--- config.mk ---
export PLATFORM = sky130hd
export DESIGN_NAME = adc_spi_out
export DESIGN_NICKNAME = d
export VERILOG_FILES = /design/src/rtl/adc_spi_out.sv
export SDC_FILE = /design/constraint.sdc
export NUM_CORES = 1
export LEC_CHECK = 0
export CAP_MARGIN = 20
export CORE_ASPECT_RATIO = 0.9
export CORE_UTILIZATION = 35
export DETAILED_ROUTE_END_ITERATION = 12
export GPL_TIMING_DRIVEN = 1
export PLACE_DENSITY = 0.6
export SLEW_MARGIN = 40
export SYNTH_ARGS = -nofsm -noshare
export SYNTH_HDL_FRONTEND = slang
export SYNTH_SLANG_ARGS = --single-unit
--- constraint.sdc ---
create_clock -name i_Clock -period 2.9 [get_ports i_Clock]
set_input_delay 0.29 -clock i_Clock [delete_from_list [all_inputs] [get_ports i_Clock]]
set_output_delay 0.29 -clock i_Clock [all_outputs]
set_load 0.05 [all_outputs]
--- src/rtl/adc_spi_out.sv ---
// SPI master sending five 16-bit control words as one 80-bit, chip-select framed burst.
// Mode 0 style: SCK idles low, MOSI changes on the falling edge, MSB of Data0 first.
module adc_spi_out #(
  parameter int CLK_DIV = 12
) (
  input  logic        i_Clock,
  input  logic        i_Reset,
  input  logic        i_Start,
  input  logic [15:0] i_Data0,
  input  logic [15:0] i_Data1,
  input  logic [15:0] i_Data2,
  input  logic [15:0] i_Data3,
  input  logic [15:0] i_Data4,
  output logic        o_SPI_CS,
  output logic        o_SPI_Clock,
  output logic        o_SPI_Data,
  output logic        o_Busy,
  output logic        o_Done
);

  typedef enum logic [2:0] {
    S_IDLE,
    S_LOW,
    S_HIGH,
    S_HOLD,
    S_GAP
  } state_t;

  localparam logic [7:0] PH_LAST  = 8'(CLK_DIV - 1);
  localparam logic [6:0] BIT_LAST = 7'd79;

  state_t      state_q;
  logic [7:0]  phase_q;
  logic [6:0]  bit_q;
  logic [79:0] shift_q;
  logic        cs_q;
  logic        sck_q;
  logic        busy_q;
  logic        done_q;
  logic        phase_end;

  assign phase_end = (phase_q == PH_LAST);

  // MOSI is the top bit of the shift register itself, so it stays a registered output.
  always_ff @(posedge i_Clock) begin
    if (i_Reset) begin
      state_q <= S_IDLE;
      phase_q <= '0;
      bit_q   <= '0;
      shift_q <= '0;
      cs_q    <= 1'b1;
      sck_q   <= 1'b0;
      busy_q  <= 1'b0;
      done_q  <= 1'b0;
    end else begin
      done_q <= 1'b0;
      case (state_q)
        S_IDLE: begin
          phase_q <= '0;
          if (i_Start) begin
            shift_q <= {i_Data0, i_Data1, i_Data2, i_Data3, i_Data4};
            bit_q   <= '0;
            cs_q    <= 1'b0;
            busy_q  <= 1'b1;
            state_q <= S_LOW;
          end
        end
        S_LOW: begin
          if (phase_end) begin
            phase_q <= '0;
            sck_q   <= 1'b1;
            state_q <= S_HIGH;
          end else begin
            phase_q <= phase_q + 8'd1;
          end
        end
        S_HIGH: begin
          if (phase_end) begin
            phase_q <= '0;
            sck_q   <= 1'b0;
            if (bit_q == BIT_LAST) begin
              shift_q <= '0;
              state_q <= S_HOLD;
            end else begin
              bit_q   <= bit_q + 7'd1;
              shift_q <= {shift_q[78:0], 1'b0};
              state_q <= S_LOW;
            end
          end else begin
            phase_q <= phase_q + 8'd1;
          end
        end
        S_HOLD: begin
          if (phase_end) begin
            phase_q <= '0;
            cs_q    <= 1'b1;
            done_q  <= 1'b1;
            state_q <= S_GAP;
          end else begin
            phase_q <= phase_q + 8'd1;
          end
        end
        S_GAP: begin
          if (phase_end) begin
            phase_q <= '0;
            busy_q  <= 1'b0;
            state_q <= S_IDLE;
          end else begin
            phase_q <= phase_q + 8'd1;
          end
        end
        default: state_q <= S_IDLE;
      endcase
    end
  end

  assign o_SPI_CS    = cs_q;
  assign o_SPI_Clock = sck_q;
  assign o_SPI_Data  = shift_q[79];
  assign o_Busy      = busy_q;
  assign o_Done      = done_q;

endmodule

==> results of run 1 <==
-- layout make-up --
type	count	area, um^2	area share, %
clock buffer	10	229	3.63
tap	193	241	3.83
clock inverter	6	92.6	1.47
inverter	5	18.8	0.298
timing repair buffer	100	1020	16.1
sequential	102	2040	32.4
multi-input combinational	351	2670	42.3
-- Yosys cell counts (2+ instances only) --
cell type	instances	area [um^2]
and2_1	3	18.8
and4_1	2	17.5
a211oi_2	69	863
a31oi_1	6	37.5
nor2b_1	3	18.8
buf_2	24	120
nand2_1	8	30.0
nor3_1	80	400
buf_4	3	22.5
o21ai_1	4	20.0
nor2_1	12	45.0
buf_6	9	101
a31o_1	2	17.5
o32ai_1	2	17.5
o21ai_0	4	20.0
nand4_1	4	25.0
xor2_1	5	43.8
a22oi_1	82	616
o22ai_1	2	12.5
dfxtp_1	102	2040
inv_1	5	18.8
a211oi_1	11	82.6
a21oi_1	9	45.0
clkbuf_1	23	86.3
nand3_1	13	65.1
ha_1	2	25.0
and3_1	5	31.3
-- per-layer routing --
metal | vias up | global-route usage (%) | part of all wire (%)
met2 | 99 | 27.5 | 45
met4 | 0 | 4.31 | 1.2
met3 | 10 | 4.80 | 6.0
li1 | 2132 | - | -
met5 | - | 0 | 0
met1 | 2049 | 22.8 | 48
-- worst min-delay path by stage --
stage               cells after the start         end  startpoint
detailed placement                      2    o_SPI_CS    o_SPI_CS
finish                                  2      o_Done     i_Reset
CTS                                     2      o_Done     i_Reset
global placement                        2    o_SPI_CS    o_SPI_CS
global route                            2      o_Done     i_Reset
floorplan                               2  shift_q[0]  i_Data4[0]
-- cells by family (layout without fill, tap and decap cells) --
kind of cell    count (synthesis)  count (layout)
fa+ha+maj                       2               2
flops                         102             102
buf+inv                        65             121
simple gates                  144             144
xor+xnor                        5               5
compound gates                200             200
-- worst max-delay path, cell delays in order, from the launching register on --
cell and delay [ns]:
dfxtp_1 0.53, or3b_4 0.66, a21oi_4 0.20, buf_4 0.41, a22oi_1 0.21, a211oi_2 0.24
-- sequential cells by signal, summed over array words and instances, names as in the netlist --
name,flops
o_Done,1
o_SPI_Clock,1
state_q,3
shift_q,80
o_Busy,1
phase_q,8
o_SPI_CS,1
bit_q,7
-- per-stage QoR --
step | worst slack (ns) | hold slack (ns)
after detailed placement | 0.570 | 0.465
after floorplan | 1.09 | 0.442
after CTS | 0.560 | 0.350
after global placement | 0.574 | 0.459
final | 0.563 | 0.363
after global routing | 0.408 | 0.379
-- report_power, final --
group | switching, uW | internal [uW]
sequential | 51.4 | 1490
clock | 544 | 763
combinational | 236 | 256
==> flow_summary.ini, run 1 <==
[clocking]
cts_tree = yes
hold_buffers = 0
clock_latency_ns = 0.35
cts_buffer_depth = 2
clock-sinks = 102
cts_buffers = 9
post_cts_buffers = 0
cts-root-buf = clkbuf_16
clk_pin_slew_ns = 0.07
htreeDepth = 3
cts_resized = 0

[placed_design]
postPlaceCellArea_mm2 = 0.00599
gp_congestion = 0.832
hpwl_mm = 7.95
dp_cells = 751
io_buffer_count = 87

[logic_synthesis]
yosysWarnings = 0
synth_simple_gate_area_share_pct = 15.2
synth.area.mux_share_pct = 0
ys_seq_area_share_pct = 40.5
ys.flop_type = dfxtp_1
synthArstFlopShare_pct = 0
synth-compound-area-share_pct = 35.9
synth_top_family_by_area = compound AO/OA/AOI/OAI gates
synthAdderAreaFrac_pct = 0.496
synth_seq_cells = 102
synth.avg_cell_area_um2 = 9.74
synth_fp_nets = 603
synth-edff-count = 0
syn-cell-area_mm2 = 0.00504
synth.distinct_cells = 51
synth_xor_area_share_pct = 0.868
synth_cells = 518

[floorplanning]
initial_core_util_pct = 35.9
die_x_um = 129
rows = 41
dieArea_mm2 = 0.0149
io_pins = 88
core_mm2 = 0.0141
die_h_um = 116

[timing]
max-slew-margin-rel_pct = 54.8
tns_ns = 0
slew_viol_final = 0
setup_viol_count_final = 0
fin_skew_ns = 0.00914
worstMarginPinSlew_ns = 0.670
rsz0062_at_grt = no
finalCritPeriodShare_pct = 80.6
report.final.hold_viol_count = 0
timing.fmax_mhz = 428
fin_crit_ns = 2.34

[global_route]
grt_antenna_before_repair = 0
grt_pass1_wl_mm = 20.2
grt_use_total_pct = 17.2
grt_pass1_vias = 4132
gr-total-overflow = 0
grt_max_degree = 83

[worst_setup_path]
r2r_start = state_q[1]
required_ns = 3.17
endpoint_kind = register
crit_end = shift_q[34]
r2r-end = shift_q[34]
ff2ff_setup_slack_ns = 0.56
crit_arrival_ns = 2.61
rr_worst_depth = 5
worst-setup-path-type = register to register
startpoint_type = register
startpoint = state_q[1]
crit_path_max_fanout = 41

[final_layout]
final_area_mm2 = 0.00631
final_common_cell = dfxtp_1
antenna_cells = 0
final_cells = 767
fillers = 1369
mostFrequentLayoutCells = 102 x dfxtp_1, 86 x clkdlybuf4s50_1, 82 x a22oi_1, 80 x nor3_1, 69 x a211oi_2
drive_gt1_share_pct = 19.0
syn_to_final_growth_pct = 25.0
finish.utilization_pct = 44.9
final_nets = 654

[job]
maxCapViolCount = 0

[power_and_ir_drop]
power.total_uw = 3340
p_leak_uw = 0.00212
ir_worst_vdd_v = 0.000267
powerDensity_mw_per_mm2 = 530

[detailed_routing]
wl_per_cell_um = 16.3
firstDrtPassIters = 4
remaining_drc_errors = 0
antenna_left = 0
viasPerCell = 5.59
routed_wl_mm = 12.5
vias = 4290
drt_iter0_drc = 308

[status]
outcome = completed

[hold_path]
hold_class = input port to register
Power figures use the tool's default switching activity.
==> run 2: changes to the inputs <==
Clock period 2.9 ns to 2.35 ns, I/O delays scaled along.
==> run 2 against run 1 <==
Against the previous run: total power up 25%; flip-flop and latch count is the same; global-route usage grew 0.28 points; die area is the same; clock power up 27%; highest routed layer unchanged; worst setup slack got worse by 0.29 ns; first-iteration DRC count unchanged.
==> flow_summary.ini, run 2 (synthesis results as in run 1) <==
[status]
outcome = completed

[worst_setup_path]
rr_worst_depth = 7
startpoint_type = register
crit_arrival_ns = 2.33
required_ns = 2.61
worst-setup-path-type = register to register
crit_path_max_fanout = 22
endpoint_kind = register

[detailed_routing]
viasPerCell = 5.63
routed_wl_mm = 12.7
remaining_drc_errors = 0
drt_iter0_drc = 308
antenna_left = 0
wl_per_cell_um = 16.4
vias = 4346
firstDrtPassIters = 5

[placed_design]
dp_slack_ns = 0.342
hpwl_mm = 7.91
gp_congestion = 0.752
io_buffer_count = 87

[final_layout]
fillers = 1351
mostFrequentLayoutCells = 102 x dfxtp_1, 86 x clkdlybuf4s50_1, 82 x a22oi_1, 80 x nor3_1, 69 x a211oi_2
drive_gt1_share_pct = 19.9
largest_registers = shift_q x80, phase_q x8, bit_q x7
final_common_cell = dfxtp_1
multi_input_area_mm2 = 0.00267
largest_reg_flops = 80
syn_to_final_growth_pct = 26.6
antenna_cells = 0
regMostFlops = shift_q
ff_latch_area_mm2 = 0.00204
final_nets = 659

[floorplanning]
initial_core_util_pct = 35.9
rows = 41
io_pins = 88
die_x_um = 129
die_h_um = 116
dieArea_mm2 = 0.0149
core_mm2 = 0.0141

[power_and_ir_drop]
power.total_uw = 4190
ir_worst_vdd_v = 0.000342
p_leak_uw = 0.00216
powerDensity_mw_per_mm2 = 656

[clocking]
htreeDepth = 3
cts_resized = 0
hold_buffers = 0
cts_tree = yes
clock-sinks = 102
cts-root-buf = clkbuf_16
clock_latency_ns = 0.35
cts_buffer_depth = 2
clk_pin_slew_ns = 0.07
cts_buffers = 9
post_cts_buffers = 0

[global_route]
grt_antenna_before_repair = 0
grt_use_total_pct = 17.4
grt_pass1_vias = 4116
gr-total-overflow = 0
grt_pass1_wl_mm = 20.6
grt_max_degree = 84

[hold_path]
min_path_cells = 2
hold_class = input port to register

[job]
maxCapViolCount = 0

[timing]
tns_ns = 0
rsz0062_at_grt = no
fin_skew_ns = 0.0117
timing.fmax_mhz = 483
worstMarginPinSlew_ns = 0.620
report.final.hold_viol_count = 0
fin_crit_ns = 2.07
hold_slack_ns = 0.320
setup_viol_count_final = 0
setup_ws_ns = 0.278
finalCritPeriodShare_pct = 88.2
max-slew-margin-rel_pct = 58.2
slew_viol_final = 0
[run 2: changes by cell type in the layout (fill, tap and decap cells not counted), sizes merged]
cell      change
inv           +1
clkinvlp      -1
buf           +5
[run 2: routing by layer]
metal  global-route usage [%]  share of wire (%)  vias up
met3                     4.48                4.4        7
met5                        0                  0        -
met2                     27.5                 47       94
met4                     4.94               0.69        0
li1                         -                  -     2138
met1                     23.5                 48     2107
[run 2: report_power, final]
group,total (uW),switching [uW],leakage [uW],internal [uW]
logic,607,292,0.00116,316
clock network,1670,691,0.000163,981
registers,1910,62.4,0.000841,1840
total,4190,1050,0.00216,3140
[run 2: worst max-delay path: stages (launching register included)]
cell      delay (ns)
dfxtp_1         0.39
ha_1            0.22
nor4bb_1        0.31
buf_4           0.21
and3_2          0.25
buf_4           0.28
nor3_1          0.08
a211oi_1        0.23
[run 2: area by class of cell]
type                       count  share of cell area, %
inverter                       5                  0.294
tap                          193                   3.78
clock buffer                  10                   3.74
sequential                   102                   32.0
multi-input combinational    351                   41.8
clock inverter                 6                   1.55
timing repair buffer         105                   16.9
[run 2: worst paths after layout]
check | startpoint | to | slack, ns
max | phase_q[0] | shift_q[37] | 0.28
min | i_Reset | o_Done | 0.32
max reg2reg | phase_q[0] | shift_q[37] | 0.28
min reg2reg | shift_q[0] | shift_q[0] | 0.47
[run 2: stage by stage]
step                      cells  util, %  cell area, um^2
after global routing        772     45.4             6390
after floorplan             518        -             5040
after CTS                   772     45.4             6390
after global placement      756     43.0             6050
after detailed placement    756     43.0             6050
final                       772     45.4             6390
==> run 3: changes to the inputs <==
Settings changed: CTS_CLUSTER_SIZE set to 40.
Clock period 2.35 ns to 2.1 ns, I/O delays scaled along.
==> run 3 against run 2 <==
Against the previous run: design area increased by 0.69%; combinational power up 15%; fmax is 5.4% higher; sequential power grew 12%; count of clock-buffer cells in the layout up 2; critical path depth is the same; critical path type unchanged; critical endpoint is now shift_q[74].
==> flow_summary.ini, run 3 (synthesis results as in run 1) <==
[worst_setup_path]
crit_cells = 7
endpoint_kind = register
crit_slowest_cell = dfxtp_1
crit_buf_inv = 2
required_ns = 2.36
rr_worst_depth = 7
crit_path_max_fanout = 40
worst-setup-path-type = register to register
startpoint_type = register
crit_arrival_ns = 2.23
slowest_delay_ns = 0.39
crit_family = simple AND/OR/NAND/NOR gates
crit_chain = ha_2 > nor4bb_1 > buf_4 > and3_4 > buf_12 > nor3_1 > a211oi_2

[clocking]
htreeDepth = 3
clock_latency_ns = 0.35
post_cts_buffers = 0
cts-root-buf = clkbuf_16
cts_buffers = 9
cts_buffer_depth = 2
clock-sinks = 102
hold_buffers = 0
clk_pin_slew_ns = 0.07
cts_tree = yes

[timing]
timing.fmax_mhz = 508
fin_crit_ns = 1.97
rsz0062_at_grt = no
setup_viol_count_final = 0
slew_viol_final = 0
tns_ns = 0
worstMarginPinSlew_ns = 0.627
report.final.hold_viol_count = 0
fin_skew_ns = 0.00526
finalCritPeriodShare_pct = 93.6
max-slew-margin-rel_pct = 57.8

[power_and_ir_drop]
p_leak_uw = 0.00216
seqPwrFrac_pct = 48.3
power.share.switching_pct = 25.3
powerDensity_mw_per_mm2 = 687
switchingPower_uw = 1120
power.total_uw = 4420
ir_worst_vdd_v = 0.000394
comb_power_share_pct = 15.8
intPower_uw = 3300
clkPwrFrac_pct = 35.9

[floorplanning]
die_h_um = 116
die_x_um = 129
dieArea_mm2 = 0.0149
rows = 41
io_pins = 88
initial_core_util_pct = 35.9
core_mm2 = 0.0141

[job]
maxCapViolCount = 0

[hold_path]
min_path_cells = 2
hold_class = input port to register

[final_layout]
final_common_cell = dfxtp_1
largest_reg_flops = 80
largest_registers = shift_q x80, phase_q x8, bit_q x7
drive_gt1_share_pct = 20.6
regMostFlops = shift_q
syn_to_final_growth_pct = 27.5
mostFrequentLayoutCells = 102 x dfxtp_1, 86 x clkdlybuf4s50_1, 82 x a22oi_1, 80 x nor3_1, 69 x a211oi_2
antenna_cells = 0
final_nets = 663

[global_route]
grt_use_total_pct = 17.5
grt_pass1_vias = 4181
grt_pass1_wl_mm = 20.6
grt_max_degree = 54
gr-total-overflow = 0
grt_antenna_before_repair = 0

[detailed_routing]
drt_iter0_drc = 454
remaining_drc_errors = 0
viasPerCell = 5.66
wl_per_cell_um = 16.3
vias = 4391
firstDrtPassIters = 5
antenna_left = 0
routed_wl_mm = 12.7

[placed_design]
gp_congestion = 0.803
io_buffer_count = 87
hpwl_mm = 7.99

[status]
outcome = completed
-- run 3: metrics by stage --
step	utilization (%)	setup WS, ns	std cells	instance area, um^2	hold WS [ns]
after CTS	45.3	0.00630	775	6370	0.313
final	45.7	0.133	776	6430	0.330
after floorplan	-	0.291	518	5040	0.362
after global routing	45.7	0.0155	776	6430	0.350
after detailed placement	43.3	0.0242	759	6080	0.472
after global placement	43.3	0.0878	759	6080	0.455
-- run 3: final cells by class --
class                      instances  area (um^2)
fill                            1338         7630
sequential                       102         2040
clock inverter                     4         31.3
tap                              193          241
multi-input combinational        351         2680
timing repair buffer             109         1160
clock buffer                      12          256
inverter                           5         18.8
-- run 3: timing repair --
action / in CTS / in global routing
gates resized for setup: 0 / 8
setup endpoints to repair: 0 / 77
endpoints found under the hold margin: 0 / 0
-- run 3: worst paths after layout --
kind                    from     endpoint  slack, ns
setup / recovery  phase_q[0]  shift_q[74]       0.13
hold / removal       i_Reset   shift_q[0]       0.33
hold reg to reg   shift_q[0]   shift_q[0]       0.48
setup reg to reg  phase_q[0]  shift_q[74]       0.13
-- run 3: routing by layer --
layer,GRT usage [%],up-vias,share of wire (%)
met5,0,-,0
met4,4.94,0,0.74
met3,4.57,7,4.5
met2,28.3,102,47
met1,22.9,2131,47
li1,-,2151,-
-- run 3: power groups by stage --
stage	Sequential (uW)	Combinational [uW]	Clock, uW
CTS	2130	694	1640
global route	2150	758	1730
detailed placement	2180	691	0
global placement	2170	671	0
floorplan	2180	424	0
finish	2130	699	1580
-- run 3: worst register-to-register path, stage by stage (launching register included) --
cell and delay [ns]:
dfxtp_1 0.39, ha_2 0.22, nor4bb_1 0.27, buf_4 0.21
and3_4 0.26, buf_12 0.22, nor3_1 0.12, a211oi_2 0.20
